==> src/rtl/buck_pwm_ctrl_if.sv <==
// Control/status bundle between the buck PWM controller and the converter model.
// Master drives enable and sampled codes; slave returns gate drive and status.
`timescale 1ns/1ps
interface buck_pwm_ctrl_if #(
  parameter int unsigned DATA_W = 16,
  parameter int unsigned CNT_W  = 8
);
  logic                     en;
  logic signed [DATA_W-1:0] v_out;
  logic signed [DATA_W-1:0] i_mag;
  logic                     gate;
  logic [CNT_W-1:0]         duty;
  logic [1:0]               state;
  logic                     fault;

  modport master (output en, v_out, i_mag, input gate, duty, state, fault);
  modport slave  (input en, v_out, i_mag, output gate, duty, state, fault);
endinterface

==> src/rtl/buck_pwm_ctrl.sv <==
// Closed-loop buck PWM controller: soft-start, integral duty regulation per period,
// cycle-by-cycle over-current cutoff and a latched fault after persistent over-current.
`timescale 1ns/1ps
module buck_pwm_ctrl #(
  parameter int unsigned              PERIOD_CYCLES = 200,
  parameter int unsigned              CNT_W         = 8,
  parameter int unsigned              DATA_W        = 16,
  parameter logic signed [DATA_W-1:0] V_REF         = 16'sd2500,
  parameter logic signed [DATA_W-1:0] I_LIM         = 16'sd4000,
  parameter int unsigned              DUTY_MAX      = 180,
  parameter int unsigned              SS_STEP       = 2,
  parameter int unsigned              KI_SHIFT      = 6,
  parameter int unsigned              FAULT_PERIODS = 4
) (
  input  logic             clk,
  input  logic             rst,
  buck_pwm_ctrl_if.slave   bus
);

  localparam int unsigned OC_W  = $clog2(FAULT_PERIODS + 1);
  localparam int unsigned CW1   = CNT_W + 1;
  localparam int unsigned ERR_W = DATA_W + 1;
  localparam int unsigned SUM_W = DATA_W + 2;
  localparam logic [CNT_W-1:0] CNT_LAST   = CNT_W'(PERIOD_CYCLES - 1);
  localparam logic [CNT_W-1:0] DUTY_MAX_C = CNT_W'(DUTY_MAX);
  localparam logic [CNT_W-1:0] SS_STEP_C  = CNT_W'(SS_STEP);
  localparam logic [OC_W-1:0]  OC_LAST    = OC_W'(FAULT_PERIODS - 1);

  typedef enum logic [1:0] {
    S_IDLE  = 2'd0,
    S_SOFT  = 2'd1,
    S_RUN   = 2'd2,
    S_FAULT = 2'd3
  } state_t;

  state_t            r_state, w_state_nxt;
  logic [CNT_W-1:0]  r_cnt, w_cnt_nxt;
  logic [CNT_W-1:0]  r_duty, w_duty_nxt;
  logic              r_trip, w_trip_nxt;
  logic [OC_W-1:0]   r_oc_cnt, w_oc_nxt;

  logic                    w_active, w_gate, w_period_end, w_trip_set, w_trip_any;
  logic [CW1-1:0]          w_ss_sum;
  logic                    w_ss_sat, w_ss_done;
  logic [CNT_W-1:0]        w_ss_duty;
  logic signed [ERR_W-1:0] w_err, w_delta;
  logic [SUM_W-1:0]        w_run_sum;
  logic [CNT_W-1:0]        w_run_duty;

  // Gate is a pure decode of registered state so inputs never reach the switch directly
  assign w_active     = (r_state == S_SOFT) || (r_state == S_RUN);
  assign w_gate       = w_active && (r_cnt < r_duty) && !r_trip;
  assign w_period_end = (r_cnt == CNT_LAST);
  assign w_trip_set   = w_gate && (bus.i_mag > I_LIM);
  assign w_trip_any   = r_trip || w_trip_set;

  assign w_ss_sum  = {1'b0, r_duty} + {1'b0, SS_STEP_C};
  assign w_ss_sat  = (w_ss_sum >= CW1'(DUTY_MAX));
  assign w_ss_done = (bus.v_out >= V_REF) || w_ss_sat;
  assign w_ss_duty = w_ss_sat ? DUTY_MAX_C : w_ss_sum[CNT_W-1:0];

  // Integral step: floor((V_REF - v_out) / 2^KI_SHIFT), clamped to [0, DUTY_MAX]
  assign w_err     = {V_REF[DATA_W-1], V_REF} - {bus.v_out[DATA_W-1], bus.v_out};
  assign w_delta   = w_err >>> KI_SHIFT;
  assign w_run_sum = {{(SUM_W-CNT_W){1'b0}}, r_duty} + {{(SUM_W-ERR_W){w_delta[ERR_W-1]}}, w_delta};
  assign w_run_duty = w_run_sum[SUM_W-1]                ? '0 :
                      (w_run_sum > SUM_W'(DUTY_MAX))    ? DUTY_MAX_C :
                                                          w_run_sum[CNT_W-1:0];

  always_ff @(posedge clk) begin
    if (!rst) begin
      r_state  <= S_IDLE;
      r_cnt    <= '0;
      r_duty   <= '0;
      r_trip   <= 1'b0;
      r_oc_cnt <= '0;
    end else begin
      r_state  <= w_state_nxt;
      r_cnt    <= w_cnt_nxt;
      r_duty   <= w_duty_nxt;
      r_trip   <= w_trip_nxt;
      r_oc_cnt <= w_oc_nxt;
    end
  end

  always_comb begin
    w_state_nxt = r_state;
    w_cnt_nxt   = r_cnt;
    w_duty_nxt  = r_duty;
    w_trip_nxt  = r_trip;
    w_oc_nxt    = r_oc_cnt;
    unique case (r_state)
      S_IDLE: begin
        w_cnt_nxt  = '0;
        w_duty_nxt = '0;
        w_trip_nxt = 1'b0;
        w_oc_nxt   = '0;
        if (bus.en) begin
          w_state_nxt = S_SOFT;
          w_duty_nxt  = SS_STEP_C;
        end
      end
      S_SOFT, S_RUN: begin
        if (!bus.en) begin
          w_state_nxt = S_IDLE;
          w_cnt_nxt   = '0;
          w_duty_nxt  = '0;
          w_trip_nxt  = 1'b0;
          w_oc_nxt    = '0;
        end else if (w_period_end) begin
          // A trip landing on the period-end edge still counts for the ending period
          w_cnt_nxt  = '0;
          w_trip_nxt = 1'b0;
          w_oc_nxt   = w_trip_any ? (r_oc_cnt + OC_W'(1)) : '0;
          if (w_trip_any && (r_oc_cnt == OC_LAST)) begin
            w_state_nxt = S_FAULT;
            w_duty_nxt  = '0;
            w_oc_nxt    = '0;
          end else if (r_state == S_SOFT) begin
            w_duty_nxt = w_ss_duty;
            if (w_ss_done) w_state_nxt = S_RUN;
          end else begin
            w_duty_nxt = w_run_duty;
          end
        end else begin
          w_cnt_nxt  = r_cnt + CNT_W'(1);
          w_trip_nxt = w_trip_any;
        end
      end
      S_FAULT: begin
        w_cnt_nxt  = '0;
        w_duty_nxt = '0;
        w_trip_nxt = 1'b0;
        w_oc_nxt   = '0;
        if (!bus.en) w_state_nxt = S_IDLE;
      end
      default: w_state_nxt = S_IDLE;
    endcase
  end

  assign bus.gate  = w_gate;
  assign bus.duty  = r_duty;
  assign bus.state = r_state;
  assign bus.fault = (r_state == S_FAULT);

endmodule

==> src/flat_wrapper.sv <==
// flat-port wrapper written by rule: the top's interface ports become plain ports
module buck_pwm_ctrl_flat 
#(
  parameter int unsigned              PERIOD_CYCLES = 200,
  parameter int unsigned              CNT_W         = 8,
  parameter int unsigned              DATA_W        = 16,
  parameter logic signed [DATA_W-1:0] V_REF         = 16'sd2500,
  parameter logic signed [DATA_W-1:0] I_LIM         = 16'sd4000,
  parameter int unsigned              DUTY_MAX      = 180,
  parameter int unsigned              SS_STEP       = 2,
  parameter int unsigned              KI_SHIFT      = 6,
  parameter int unsigned              FAULT_PERIODS = 4
)
  (clk, rst, bus_en, bus_v_out, bus_i_mag, bus_gate, bus_duty, bus_state, bus_fault);
  buck_pwm_ctrl_if #(.DATA_W(DATA_W), .CNT_W(CNT_W)) bus_i ();
  input  logic clk;
  input  logic rst;
  input wire logic [$bits(bus_i.en)-1:0] bus_en;
  input wire logic [$bits(bus_i.v_out)-1:0] bus_v_out;
  input wire logic [$bits(bus_i.i_mag)-1:0] bus_i_mag;
  output wire logic [$bits(bus_i.gate)-1:0] bus_gate;
  output wire logic [$bits(bus_i.duty)-1:0] bus_duty;
  output wire logic [$bits(bus_i.state)-1:0] bus_state;
  output wire logic [$bits(bus_i.fault)-1:0] bus_fault;
  assign bus_i.en = bus_en;
  assign bus_i.v_out = bus_v_out;
  assign bus_i.i_mag = bus_i_mag;
  assign bus_gate = bus_i.gate;
  assign bus_duty = bus_i.duty;
  assign bus_state = bus_i.state;
  assign bus_fault = bus_i.fault;
  buck_pwm_ctrl #(.PERIOD_CYCLES(PERIOD_CYCLES), .CNT_W(CNT_W), .DATA_W(DATA_W), .V_REF(V_REF), .I_LIM(I_LIM), .DUTY_MAX(DUTY_MAX), .SS_STEP(SS_STEP), .KI_SHIFT(KI_SHIFT), .FAULT_PERIODS(FAULT_PERIODS)) u_core (.clk(clk), .rst(rst), .bus(bus_i));
endmodule
==> config.mk <==
export PLATFORM = sky130hd
export DESIGN_NAME = buck_pwm_ctrl_flat
export DESIGN_NICKNAME = d
export VERILOG_FILES = /design/src/rtl/buck_pwm_ctrl_if.sv /design/src/rtl/buck_pwm_ctrl.sv /design/src/flat_wrapper.sv
export SDC_FILE = /design/constraint.sdc
export NUM_CORES = 1
export LEC_CHECK = 0
export ABC_AREA = 1
export CAP_MARGIN = 20
export CORE_MARGIN = 4
export CORE_UTILIZATION = 35
export CTS_CLUSTER_DIAMETER = 100
export DETAILED_ROUTE_END_ITERATION = 16
export GPL_TIMING_DRIVEN = 0
export PLACE_DENSITY = 0.67
export SETUP_SLACK_MARGIN = 0.1
export SYNTH_ARGS = -nofsm -noshare
export SYNTH_HDL_FRONTEND = slang
export SYNTH_SLANG_ARGS = --single-unit
==> constraint.sdc <==
create_clock -name clk -period 7.3 [get_ports clk]
set_input_delay 0.73 -clock clk [delete_from_list [all_inputs] [get_ports clk]]
set_output_delay 0.73 -clock clk [all_outputs]
set_load 0.1 [all_outputs]
==> impl_metrics.xml <==
<?xml version="1.0" encoding="UTF-8"?>
<metrics>
  <group name="synthesis">
    <metric name="yosysTopAreaCellShare" unit="%">17.7</metric>
    <metric name="syn-mean-instance-area" unit="sq um">6.28</metric>
    <metric name="leading_area_contributor_after_synthesis" unit="">sky130_fd_sc_hd__dfxtp_1</metric>
    <metric name="synth_seq_area_share" unit="%">17.7</metric>
    <metric name="synthesized_flop_and_latch_total" unit="">22</metric>
    <metric name="ys_top_cells_by_count" unit="">sky130_fd_sc_hd__nand2_1 (108), sky130_fd_sc_hd__inv_1 (60), sky130_fd_sc_hd__nor2_1 (36), sky130_fd_sc_hd__nand3_1 (30), sky130_fd_sc_hd__ha_1 (24)</metric>
    <metric name="synth-main-ff-cell" unit="">sky130_fd_sc_hd__dfxtp_1</metric>
    <metric name="cell_types_with_the_largest_area_share_after_synthesis" unit="">sky130_fd_sc_hd__dfxtp_1 (18%), sky130_fd_sc_hd__nand2_1 (16%), sky130_fd_sc_hd__ha_1 (12%)</metric>
    <metric name="synth_most_common_cell" unit="">sky130_fd_sc_hd__nand2_1</metric>
    <metric name="synth-edff-count" unit="">0</metric>
    <metric name="asyncSetResetFlopFracSynth" unit="%">0</metric>
    <metric name="syn_inst" unit="">396</metric>
    <metric name="syn-num-nets" unit="">456</metric>
    <metric name="yosysUniqueCellTypes" unit="">39</metric>
    <metric name="ys.warnings.count" unit="">0</metric>
    <metric name="synth.cell_area" unit="sq mm">0.00249</metric>
  </group>
  <group name="place">
    <metric name="port_buffers" unit="">46</metric>
    <metric name="dp_hpwl" unit="mm">5.18</metric>
    <metric name="place_area" unit="sq mm">0.00307</metric>
    <metric name="gp_congestion" unit="">0.839</metric>
  </group>
  <group name="power_and_ir_drop">
    <metric name="irDropWorstVdd" unit="V">0.0000675</metric>
    <metric name="clock_power_share" unit="%">18.4</metric>
    <metric name="power.static_leakage" unit="uW">0.00150</metric>
    <metric name="pwr-share-seq" unit="%">28.5</metric>
    <metric name="power.switching_fraction" unit="%">46.1</metric>
    <metric name="comb_power_share" unit="%">53.1</metric>
    <metric name="cellInternalPower" unit="uW">261</metric>
    <metric name="p_sw" unit="uW">223</metric>
    <metric name="power-per-cell-area" unit="mW/mm^2">155</metric>
  </group>
  <group name="timing">
    <metric name="fmaxAchievable" unit="MHz">269</metric>
    <metric name="setup_viol" unit="">0</metric>
    <metric name="fin_skew" unit="ps">1.70</metric>
    <metric name="finalCriticalPeriod" unit="ps">3710</metric>
    <metric name="rsz0062_at_grt" unit="">no</metric>
    <metric name="slew_headroom" unit="%">34.3</metric>
    <metric name="report.final.hold_viol_count" unit="">0</metric>
    <metric name="fin_crit_sh" unit="%">50.8</metric>
    <metric name="worst_slew_pin_slew" unit="ps">983</metric>
    <metric name="final.setup.tns" unit="ps">0</metric>
    <metric name="report.final.slew_viol_count" unit="">0</metric>
  </group>
  <group name="finish">
    <metric name="design_area_final" unit="sq mm">0.00312</metric>
    <metric name="share_of_the_core_filled_with_cells" unit="%">45.7</metric>
    <metric name="area_growth" unit="%">25.6</metric>
    <metric name="post_route_cells_drive_above_1_share" unit="%">10.8</metric>
    <metric name="final_nets" unit="">507</metric>
    <metric name="n_antenna_cell" unit="">0</metric>
  </group>
  <group name="route">
    <metric name="drc_marker_count_from_the_first_detailed_route_iteration" unit="">61</metric>
    <metric name="post_drt_wl_per_cell" unit="um">10.9</metric>
    <metric name="ant_nets" unit="">0</metric>
    <metric name="drt_first_pass_iters" unit="">5</metric>
    <metric name="finalWirelength" unit="mm">5.91</metric>
    <metric name="routed_via_density" unit="">4.67</metric>
    <metric name="num_vias" unit="">2531</metric>
    <metric name="remaining_drc_errors" unit="">0</metric>
  </group>
  <group name="setup_path">
    <metric name="arrival_worst_endpoint" unit="ps">3850</metric>
    <metric name="cp-start-kind" unit="">input pin</metric>
    <metric name="timing.setup.critical_path_class" unit="">in2reg</metric>
    <metric name="crit_path_max_fanout" unit="">6</metric>
    <metric name="worst-endpoint-required" unit="ps">7440</metric>
    <metric name="cp-end-kind" unit="">flop</metric>
  </group>
  <group name="clock_network">
    <metric name="number_of_buffers_created_by_cts" unit="">3</metric>
    <metric name="clkSinkCount" unit="">22</metric>
    <metric name="post_cts_hold_buffer_count" unit="">0</metric>
    <metric name="cts.clk_slew.worst_paths" unit="ps">80</metric>
    <metric name="cts_max_level" unit="">1</metric>
    <metric name="insertion_delay_to_the_later_sink_of_the_worst_skew_pair" unit="ps">260</metric>
    <metric name="cts_tree" unit="">done</metric>
    <metric name="largest_buffer_count_on_any_clock_path" unit="">2</metric>
    <metric name="count_of_cells_resized_by_post_cts_repair" unit="">0</metric>
    <metric name="ctsRootBufferMaster" unit="">sky130_fd_sc_hd__clkbuf_8</metric>
    <metric name="post_cts_buffers" unit="">0</metric>
  </group>
  <group name="die">
    <metric name="die_height" unit="um">92.3</metric>
    <metric name="ios" unit="">47</metric>
    <metric name="die-area" unit="sq mm">0.00852</metric>
    <metric name="core.rowCount" unit="">30</metric>
    <metric name="die_x" unit="um">92.3</metric>
    <metric name="initial_utilization" unit="%">36.4</metric>
    <metric name="floorplan.core_area" unit="sq mm">0.00683</metric>
  </group>
  <group name="global_routing">
    <metric name="grt_ovf" unit="">0</metric>
    <metric name="grt_use_total" unit="%">14.7</metric>
    <metric name="pin_count_of_the_biggest_net_entering_global_routing" unit="">13</metric>
    <metric name="grt_antenna_before_repair" unit="">0</metric>
    <metric name="grt_pass1_wl" unit="mm">10.5</metric>
    <metric name="grt_pass1_vias" unit="">2309</metric>
  </group>
  <group name="flow_run">
    <metric name="timing.max_cap.violations" unit="">0</metric>
  </group>
  <group name="outcome">
    <metric name="outcome" unit="">completed</metric>
  </group>
  <group name="worst_hold_path">
    <metric name="worst_hold_path_type" unit="">reg2reg</metric>
  </group>
</metrics>
cells in the final DEF, fill, tap and decap left out, drive strengths merged:
cell           count
o21a               1
dlygate4sd1        1
inv               68
and3               1
xor2              15
nand3b             2
nor3               4
nor3b              3
clkdlybuf4s50     46
nand4             11
o22ai              1
nand2            118
a21oi             24
a21boi             1
nor4               1
or2                1
ha                24
a31o               1
clkinv             2
clkbuf             4
o211ai             1
nand3             34
dfxtp             22
o21bai             2
nor2              45
o21ai             12
fa                 1
worst max-delay path: stages:
cell	delay (ps)
sky130_fd_sc_hd__clkdlybuf4s50_1	430
sky130_fd_sc_hd__o21ai_2	250
sky130_fd_sc_hd__nand2_8	80
sky130_fd_sc_hd__nand2_4	100
sky130_fd_sc_hd__nand2_1	80
sky130_fd_sc_hd__o21ai_0	310
sky130_fd_sc_hd__nand2_1	130
sky130_fd_sc_hd__ha_1	360
sky130_fd_sc_hd__nand2_1	110
sky130_fd_sc_hd__inv_1	50
sky130_fd_sc_hd__a21oi_1	130
sky130_fd_sc_hd__nand2_1	90
sky130_fd_sc_hd__or2_1	210
sky130_fd_sc_hd__nand2_1	90
sky130_fd_sc_hd__inv_1	40
sky130_fd_sc_hd__nand2_1	140
sky130_fd_sc_hd__inv_2	50
sky130_fd_sc_hd__nor2_2	140
sky130_fd_sc_hd__nand3_1	90
sky130_fd_sc_hd__nand2_1	70
sky130_fd_sc_hd__nand2_1	60
sky130_fd_sc_hd__nand2_1	60
sky130_fd_sc_hd__a21oi_1	50
cells by family after synthesis:
group	synth area share [%]
buffers and inverters	11.2
AOI/OAI and AO/OA	10.6
xor gates and xnor gates	5.28
and+or+nand+nor	42.4
DFF	17.7
adders and majority gates	12.9
routing by layer:
layer / vias up / track usage [%] / part of all wire (%)
li1: 1361 / - / -
met1: 1142 / 19.4 / 48
met2: 28 / 25.9 / 49
met3: 0 / 2.38 / 3.0
met4: 0 / 1.49 / 0
met5: - / 0 / 0
flip-flops by register name, indices dropped and copies added, names as in the netlist:
signal and cells:
u_core.r_trip 1, u_core.r_cnt 8, u_core.r_oc_cnt 3, u_core.bus.state 2
u_core.bus.duty 8
through the flow:
step | worst slack, ps | power, uW | hold slack, ps | cells
final | 3590 | 484 | 472 | 542
after global routing | 3210 | 525 | 501 | 542
after CTS | 3600 | 489 | 479 | 542
after detailed placement | 3320 | 399 | 462 | 538
after global placement | 3340 | 397 | 450 | 538
after floorplan | 3450 | 328 | 430 | 396
power by group through the flow:
stage	clock network, uW	logic [uW]	registers (uW)
2_1_floorplan	0	149	178
3_3_place_gp	0	256	141
3_5_place_dp	0	258	141
4_1_cts	92.0	259	138
5_1_grt	96.8	288	140
6_report	88.9	257	138
worst paths after layout:
check             slack, ps                  to  cells past startpoint               start
hold reg to reg         470  u_core.r_oc_cnt[1]                      2  u_core.r_oc_cnt[1]
setup reg to reg       4850  u_core.bus.duty[4]                     16  u_core.bus.duty[0]
setup / recovery       3590  u_core.bus.duty[4]                     23        bus_v_out[1]
hold / removal          470  u_core.r_oc_cnt[1]                      2  u_core.r_oc_cnt[1]
cell type report:
cell class                      count  area [sq um]
Tap cell                           96           120
Clock buffer                        4          55.1
Buffer                              1          8.76
Timing Repair Buffer               46           460
Fill cell                         756          3710
Inverter                           70           269
Sequential cell                    22           440
Multi-Input combinational cell    303          1770
Note: power is estimated with default switching activity, not from simulation.
